`config.mk`:
```
export PLATFORM = sky130hd
export DESIGN_NAME = seven_segment_scanner
export DESIGN_NICKNAME = d
export VERILOG_FILES = /design/src/rtl/seven_segment_pkg.sv /design/src/rtl/bcd_to_seven_segment.sv /design/src/rtl/seven_segment_scanner.sv
export SDC_FILE = /design/constraint.sdc
export NUM_CORES = 1
export LEC_CHECK = 0
export ABC_AREA = 1
export CORE_MARGIN = 2
export CORE_UTILIZATION = 53
export CTS_CLUSTER_DIAMETER = 150
export CTS_CLUSTER_SIZE = 10
export DETAILED_ROUTE_END_ITERATION = 10
export GPL_TIMING_DRIVEN = 0
export PLACE_DENSITY = 0.83
export SYNTH_ARGS = -nofsm -noshare
export SYNTH_HDL_FRONTEND = slang
export SYNTH_SLANG_ARGS = --single-unit
```
`constraint.sdc`:
```
create_clock -name clk -period 3.8 [get_ports clk]
set_input_delay 0.76 -clock clk [delete_from_list [all_inputs] [get_ports clk]]
set_output_delay 0.76 -clock clk [all_outputs]
set_load 0.005 [all_outputs]
```
`src/rtl/seven_segment_pkg.sv`:
```
// Shared constants and helpers for the stopwatch seven-segment display path.
// Segment codes are active-low {g,f,e,d,c,b,a}.
package seven_segment_pkg;

    localparam logic [6:0] SEG_0     = 7'h40;
    localparam logic [6:0] SEG_1     = 7'h79;
    localparam logic [6:0] SEG_2     = 7'h24;
    localparam logic [6:0] SEG_3     = 7'h30;
    localparam logic [6:0] SEG_4     = 7'h19;
    localparam logic [6:0] SEG_5     = 7'h12;
    localparam logic [6:0] SEG_6     = 7'h02;
    localparam logic [6:0] SEG_7     = 7'h78;
    localparam logic [6:0] SEG_8     = 7'h00;
    localparam logic [6:0] SEG_9     = 7'h10;
    localparam logic [6:0] SEG_DASH  = 7'h3F;
    localparam logic [6:0] SEG_BLANK = 7'h7F;

    // Clock cycles spent on each digit before the scan advances.
    function automatic int calc_divide(input int board_hz, input int scan_hz);
        return board_hz / scan_hz;
    endfunction

    // Bits needed to hold 0..n-1, never less than one.
    function automatic int clog2_min1(input int n);
        return (n <= 2) ? 1 : $clog2(n);
    endfunction

endpackage

```
`src/rtl/bcd_to_seven_segment.sv`:
```
// Combinational BCD to active-low seven-segment decoder.
// Non-decimal codes show a dash so corrupted digits are visible on the display.
module bcd_to_seven_segment
    import seven_segment_pkg::*;
(
    input  logic [3:0] value,
    output logic [6:0] seg
);

    always_comb begin
        case (value)
            4'd0:    seg = SEG_0;
            4'd1:    seg = SEG_1;
            4'd2:    seg = SEG_2;
            4'd3:    seg = SEG_3;
            4'd4:    seg = SEG_4;
            4'd5:    seg = SEG_5;
            4'd6:    seg = SEG_6;
            4'd7:    seg = SEG_7;
            4'd8:    seg = SEG_8;
            4'd9:    seg = SEG_9;
            default: seg = SEG_DASH;
        endcase
    end

endmodule

```
`src/rtl/seven_segment_scanner.sv`:
```
// Time-multiplexed driver for the four-digit common-anode stopwatch display.
// Scans one digit per prescaler period with an all-anodes-off guard after each change.
module seven_segment_scanner
    import seven_segment_pkg::*;
#(
    parameter int NUMBER_OF_DIGITS            = 4,
    parameter int NUMBER_OF_BITS_PER_DIGIT    = 4,
    parameter int BOARD_CLOCK_FREQUENCY_IN_HZ = 100_000_000,
    parameter int SCAN_FREQUENCY_IN_HZ        = 1000,
    parameter int GUARD_CYCLES                = 4,
    parameter int LEADING_ZERO_BLANKING       = 0
)
(
    input  logic                                                 clk,
    input  logic                                                 rst,
    input  logic [NUMBER_OF_DIGITS*NUMBER_OF_BITS_PER_DIGIT-1:0] number,
    input  logic [NUMBER_OF_DIGITS-1:0]                          digit_mask,
    input  logic [NUMBER_OF_DIGITS-1:0]                          dp_mask,
    output logic [NUMBER_OF_DIGITS-1:0]                          an,
    output logic [6:0]                                           seg,
    output logic                                                 dp
);

    localparam int DIVIDE  = calc_divide(BOARD_CLOCK_FREQUENCY_IN_HZ, SCAN_FREQUENCY_IN_HZ);
    localparam int PRE_W   = clog2_min1(DIVIDE);
    localparam int IDX_W   = clog2_min1(NUMBER_OF_DIGITS);
    localparam int GUARD_W = clog2_min1(GUARD_CYCLES + 1);
    localparam int BITS    = NUMBER_OF_BITS_PER_DIGIT;

    localparam logic [PRE_W-1:0]   PRE_LAST   = PRE_W'(DIVIDE - 1);
    localparam logic [IDX_W-1:0]   IDX_LAST   = IDX_W'(NUMBER_OF_DIGITS - 1);
    localparam logic [GUARD_W-1:0] GUARD_LOAD = GUARD_W'(GUARD_CYCLES);

    logic [PRE_W-1:0]            pre;
    logic [IDX_W-1:0]            idx;
    logic [GUARD_W-1:0]          guard;
    logic                        tick;

    logic [BITS-1:0]             digit;
    logic [NUMBER_OF_DIGITS-1:0] an_next;
    logic [NUMBER_OF_DIGITS-1:0] zero_from;
    logic                        zero_lead;
    logic                        visible;
    logic                        dp_sel;
    logic                        blank;
    logic [6:0]                  seg_dec;

    assign tick = (pre == PRE_LAST);

    // NOTE: sequential state uses non-blocking assignments so every register
    // samples pre-edge values regardless of statement order.
    always_ff @(posedge clk) begin
        if (rst) begin
            pre   <= '0;
            idx   <= '0;
            guard <= GUARD_LOAD;
        end else begin
            pre <= tick ? '0 : pre + 1'b1;
            if (tick) begin
                idx <= (idx == IDX_LAST) ? '0 : idx + 1'b1;
            end
            // A reload on tick overrides the decrement reaching zero.
            if (tick) begin
                guard <= GUARD_LOAD;
            end else if (guard != '0) begin
                guard <= guard - 1'b1;
            end
        end
    end

    // NOTE: every always_comb output gets a default first so no path infers a latch.
    always_comb begin
        logic run;
        digit     = '0;
        an_next   = '1;
        zero_from = '0;
        zero_lead = 1'b0;
        visible   = 1'b0;
        dp_sel    = 1'b0;
        run       = 1'b1;
        // zero_from[i]: digits i..N-1 are all zero.
        for (int i = NUMBER_OF_DIGITS - 1; i >= 0; i--) begin
            run          = run && (number[i*BITS +: BITS] == '0);
            zero_from[i] = run;
        end
        for (int i = 0; i < NUMBER_OF_DIGITS; i++) begin
            if (idx == IDX_W'(i)) begin
                digit      = number[i*BITS +: BITS];
                an_next[i] = 1'b0;
                zero_lead  = zero_from[i];
                visible    = digit_mask[i];
                dp_sel     = dp_mask[i];
            end
        end
        blank = !visible || ((LEADING_ZERO_BLANKING != 0) && (idx != '0) && zero_lead);
    end

    bcd_to_seven_segment u_decode (
        .value (4'(digit)),
        .seg   (seg_dec)
    );

    always_ff @(posedge clk) begin
        if (rst || guard != '0 || blank) begin
            an  <= '1;
            seg <= SEG_BLANK;
            dp  <= 1'b1;
        end else begin
            an  <= an_next;
            seg <= seg_dec;
            dp  <= ~dp_sel;
        end
    end

endmodule

```
; Word-level counts from Yosys, hierarchy flattened
; Memory sizes are Yosys's and may differ from the RTL's. A register that Yosys moved wholly into a read port is not among the register bits.
; Index checks and enable logic that the tools add are counted.
[word_totals]
register_bits = 27
latch_bits = 0
mem_bits_rw = 0
mem_bits_ro = 112
out_inout_bits = 12
elab_cells = 37
memories = 1
[mem_list]
columns = name, depth, width, rd, rd_clocked_by_memory_dff, write_ports, line_no
row1 = (no name shown), 16, 7, 1, 1, 0, bcd_to_seven_segment.sv:11  ; case (value)
[op_classes]
n_addsub = 3
n_mul = 0
div = 0
order_cmp = 0
n_eq_ne = 4
shift = 0
muxes = 17
n_bitwise = 1
n_reduce_logical = 6
[op_table]
columns = cell, n
row1 = $add 17x1->17 const B, 1
row2 = $eq 17x17->1 const B, 1
row3 = $mux 4, 4
row4 = $mux 1, 12
row5 = $eq 2x2->1 const B, 2
row6 = $reduce_bool 3->1, 1
row7 = $sub 3x1->3 const B, 1
row8 = $add 2x1->2 const B, 1
row9 = $eq 2x1->1 const B, 1
row10 = $logic_not 2->1, 1
row11 = $logic_or 1x1->1, 2
row12 = $mux 2, 1
row13 = $reduce_or 2->1, 1
row14 = $logic_not 1->1, 1
row15 = $not 1->1, 1

; Logic depth before layout (Yosys ltp)
[depth]
ltp_word = 7
mapped_depth = 14
ltp_nobuf = 14

; Cells and area by module
; Synthesis repeated with hierarchy kept, for this count alone.
[hier_totals]
hier_cells = 283
hier_area_um2 = 1881.8
[modules_own_cells]
columns = module, instances, cells_each, area_each_um2, seq_area_each_um2
row1 = seven_segment_scanner, 1, 248, 1694.1, 680.7
row2 = bcd_to_seven_segment, 1, 35, 187.7, 0.0

; Least setup slack after synthesis
; OpenSTA, ideal clock, no wires.
[synth_path]
kind = input-to-reg
startpoint = in number[5]
endpoint = reg seg[3]
setup_ps = 118
t_arrival_ps = 1721
path_slack_ps = 1961
stages = 10
path_buffers = 0
path_cell_list = a21oi_1 -> nand2_2 -> a21oi_4 -> inv_1 -> ha_1 -> inv_1 -> nand2_1 -> nand2_1 -> nand2_1 -> nand2_1
[synth_via]
elab_chain_cells = 3
[synth_rtl]
columns = item, line_no
row1 = start: declaration, seven_segment_scanner.sv:16  ; input logic [NUMBER_OF_DIGITS*NUMBER_OF_BITS_PER_DIGIT-1:0] number,
row2 = $mux 4 (3 in a row), seven_segment_scanner.sv:87  ; if (idx == IDX_W'(i)) begin
row3 = end: declaration, seven_segment_scanner.sv:20  ; output logic [6:0] seg,
; Every way passes these cells.
; A chain may end at the register's enable or synchronous reset.

; Worst setup path in the final report
; Ends and elaborated chain as after synthesis.

==> impl_metrics.py <==
metrics = {
    "floorplanning": {
        "die_y_um": 62.2,
        "dieArea_um2": 3870,
        "core_area_um2": 3280,
        "initial_core_util": 0.546,
        "num_rows": 21,
        "die_x_um": 62.2,
        "pin_count": 38,
    },
    "finish": {
        "fin_util": 0.695,
        "seq_area_um2": 681,
        "antennaDiodeCount": 0,
        "layout-drive-gt1-share": 0.0808,
        "multi_input_area_um2": 941,
        "syn_to_final_growth_pct": 27.2,
        "final_cell_mix": "63 x nand2_1, 37 x clkdlybuf4s50_1, 36 x inv_1",
        "fin_nets": 330,
        "final_common_cell": "nand2_1",
        "n_fill_cell": 301,
    },
    "route": {
        "detail-route-antenna-nets": 0,
        "wl_per_cell_um": 11.2,
        "wirelength_um": 3830,
        "vias_per_cell": 4.96,
        "vias": 1701,
        "drc_errors": 0,
        "drt_iter0_drc": 97,
        "drtPass1Iterations": 4,
    },
    "synth": {
        "synth.ff_latch_count": 34,
        "synth_nets": 286,
        "yosysSeqAreaShare": 0.379,
        "postSynthAreaPerCell_um2": 7.12,
        "synth_cell_types": 27,
        "synth-warning-count": 0,
        "synth_area_um2": 1790,
        "synth_cells": 252,
    },
    "power_and_ir_drop": {
        "clockPowerShare": 0.277,
        "comb_power_share": 0.196,
        "p_sw_mw": 0.199,
        "power.leakage_nw": 0.977,
        "p_int_mw": 0.544,
        "seqPwrFrac": 0.527,
        "vdd_drop_max_mv": 0.281,
        "powerDensity_nw_per_um2": 325,
        "swShare": 0.268,
    },
    "run_status": {
        "status": "complete, no violations",
    },
    "setup_path": {
        "endpoint_kind": "flop",
        "reg2reg_to": "seg[3]",
        "r2r_start": "idx[0]",
        "setup.worst_path.start_class": "input pin",
        "crit_path_max_fanout": 5,
        "reg2reg_setup_slack_ps": 1780,
        "required_ps": 4030,
        "arrival_ps": 2260,
        "ff2ff_path_depth": 13,
        "path_class": "input pin to flop",
    },
    "job": {
        "maxCapViolations": 0,
    },
    "worst_hold_path": {
        "hold_depth": 1,
        "hold_path_end": "pre[0]",
        "hp-class": "flop to flop",
        "hp-start": "pre[0]",
    },
    "timing": {
        "skew_ps": 7.81,
        "slew_viol_final": 0,
        "slew_headroom": 0.768,
        "rsz0062_at_grt": "no",
        "fmax_ghz": 0.492,
        "tns_ps": 0,
        "hold_violations": 0,
        "fin_crit_sh": 0.535,
        "finalCriticalPeriod_ps": 2030,
        "tightest_slew_ps": 345,
        "setup_violations": 0,
    },
    "clock_tree": {
        "postCtsSetupBuffers": 0,
        "insertion_delay_ps": 330,
        "h-tree-depth": 2,
        "cts_made_buffers": 5,
        "clk_pin_slew_ps": 100,
        "postCtsHoldBufs": 0,
        "cts_tree": "built",
        "max-clock-path-buffers": 2,
        "cts_resized": 0,
        "cts-root-buf": "clkbuf_4",
        "clkSinkCount": 34,
    },
    "global_route": {
        "grt_pass1_wl_um": 6890,
        "antenna_found_initial": 0,
        "grtUsageTotal": 0.219,
        "grt_pass1_vias": 1654,
        "grt_max_degree": 11,
        "grt-ovfl-total": 0,
    },
    "placed_design": {
        "portBuffers": 37,
        "hpwlAfterDp_um": 2990,
        "place.gp.congestion": 0.833,
    },
}
## cells in the mapped netlist (all sizes together)
| cell | count | share of area |
|---|---|---|
| nor4 | 1 | 0.0035 |
| dfxtp | 34 | 0.38 |
| xor2 | 5 | 0.024 |
| and3 | 1 | 0.0035 |
| nand2 | 67 | 0.15 |
| xnor2 | 1 | 0.0049 |
| nand3 | 16 | 0.053 |
| o31ai | 1 | 0.0042 |
| buf | 3 | 0.017 |
| nor3 | 9 | 0.025 |
| nand4 | 4 | 0.014 |
| nand3b | 1 | 0.0042 |
| o21ai | 6 | 0.017 |
| inv | 38 | 0.079 |
| ha | 8 | 0.056 |
| o21bai | 1 | 0.0042 |
| nor2 | 32 | 0.068 |
| a21oi | 22 | 0.086 |
| or2 | 1 | 0.0035 |
| o211ai | 1 | 0.0042 |
## layout make-up
cell class,count,area share
Multi-Input combinational cell,177,0.412
Sequential cell,34,0.298
Timing Repair Buffer,37,0.162
Inverter,38,0.0625
Tap cell,46,0.0252
Clock buffer,7,0.0241
Buffer,3,0.0132
Clock inverter,1,0.00219
## flip-flops by register name, indices dropped and copies added, names as in the netlist
signal	flops
pre	17
seg	7
an	4
guard	3
idx	2
dp	1
## power groups by stage
stage	sequential [mW]	combinational (mW)	clock, mW
final	0.391	0.146	0.206
after global routing	0.394	0.170	0.228
after CTS	0.392	0.147	0.211
after detailed placement	0.400	0.146	0
after global placement	0.398	0.141	0
after floorplan	0.398	0.0899	0
## layer usage
metal  GRT usage  wire length (um)  vias to the layer above
li1            -                 -                      882
met1       0.254              1680                      763
met2       0.382              1900                       45
met3      0.0634               173                       11
met4      0.0833                87                        0
met5           0                 0                        -
## how the worst max path moves through the flow
stage,from,end,cells after the start
3_3_place_gp,number[5],seg[3],11
2_1_floorplan,number[5],seg[3],10
5_1_grt,idx[0],seg[3],13
6_report,number[5],seg[3],11
4_1_cts,idx[0],seg[3],13
3_5_place_dp,number[5],seg[3],11
## cell families after synthesis
| logic type | share of synthesized area |
|---|---|
| compound gates | 0.116 |
| fa+ha+maj | 0.0558 |
| xor+xnor | 0.0293 |
| buf+inv | 0.0962 |
| simple gates | 0.324 |
| flops | 0.379 |
## through the flow
stage	hold slack, ps	worst slack [ps]	area [um^2]	power (mW)	instances
6_report	457	1770	2280	0.743	343
3_5_place_dp	450	1450	2220	0.546	335
5_1_grt	480	1550	2280	0.792	343
4_1_cts	464	1770	2280	0.750	343
3_3_place_gp	431	1460	2220	0.540	335
2_1_floorplan	417	1960	1790	0.488	252
## critical path, stage by stage
cell	delay, ps
clkdlybuf4s50_1	390
a21oi_1	150
nand2_2	80
a21oi_4	220
inv_1	90
ha_1	300
inv_1	40
nand2_1	60
nand2_1	60
nand2_1	60
nand2_1	40
No activity file was read; power rests on OpenSTA's default activity.
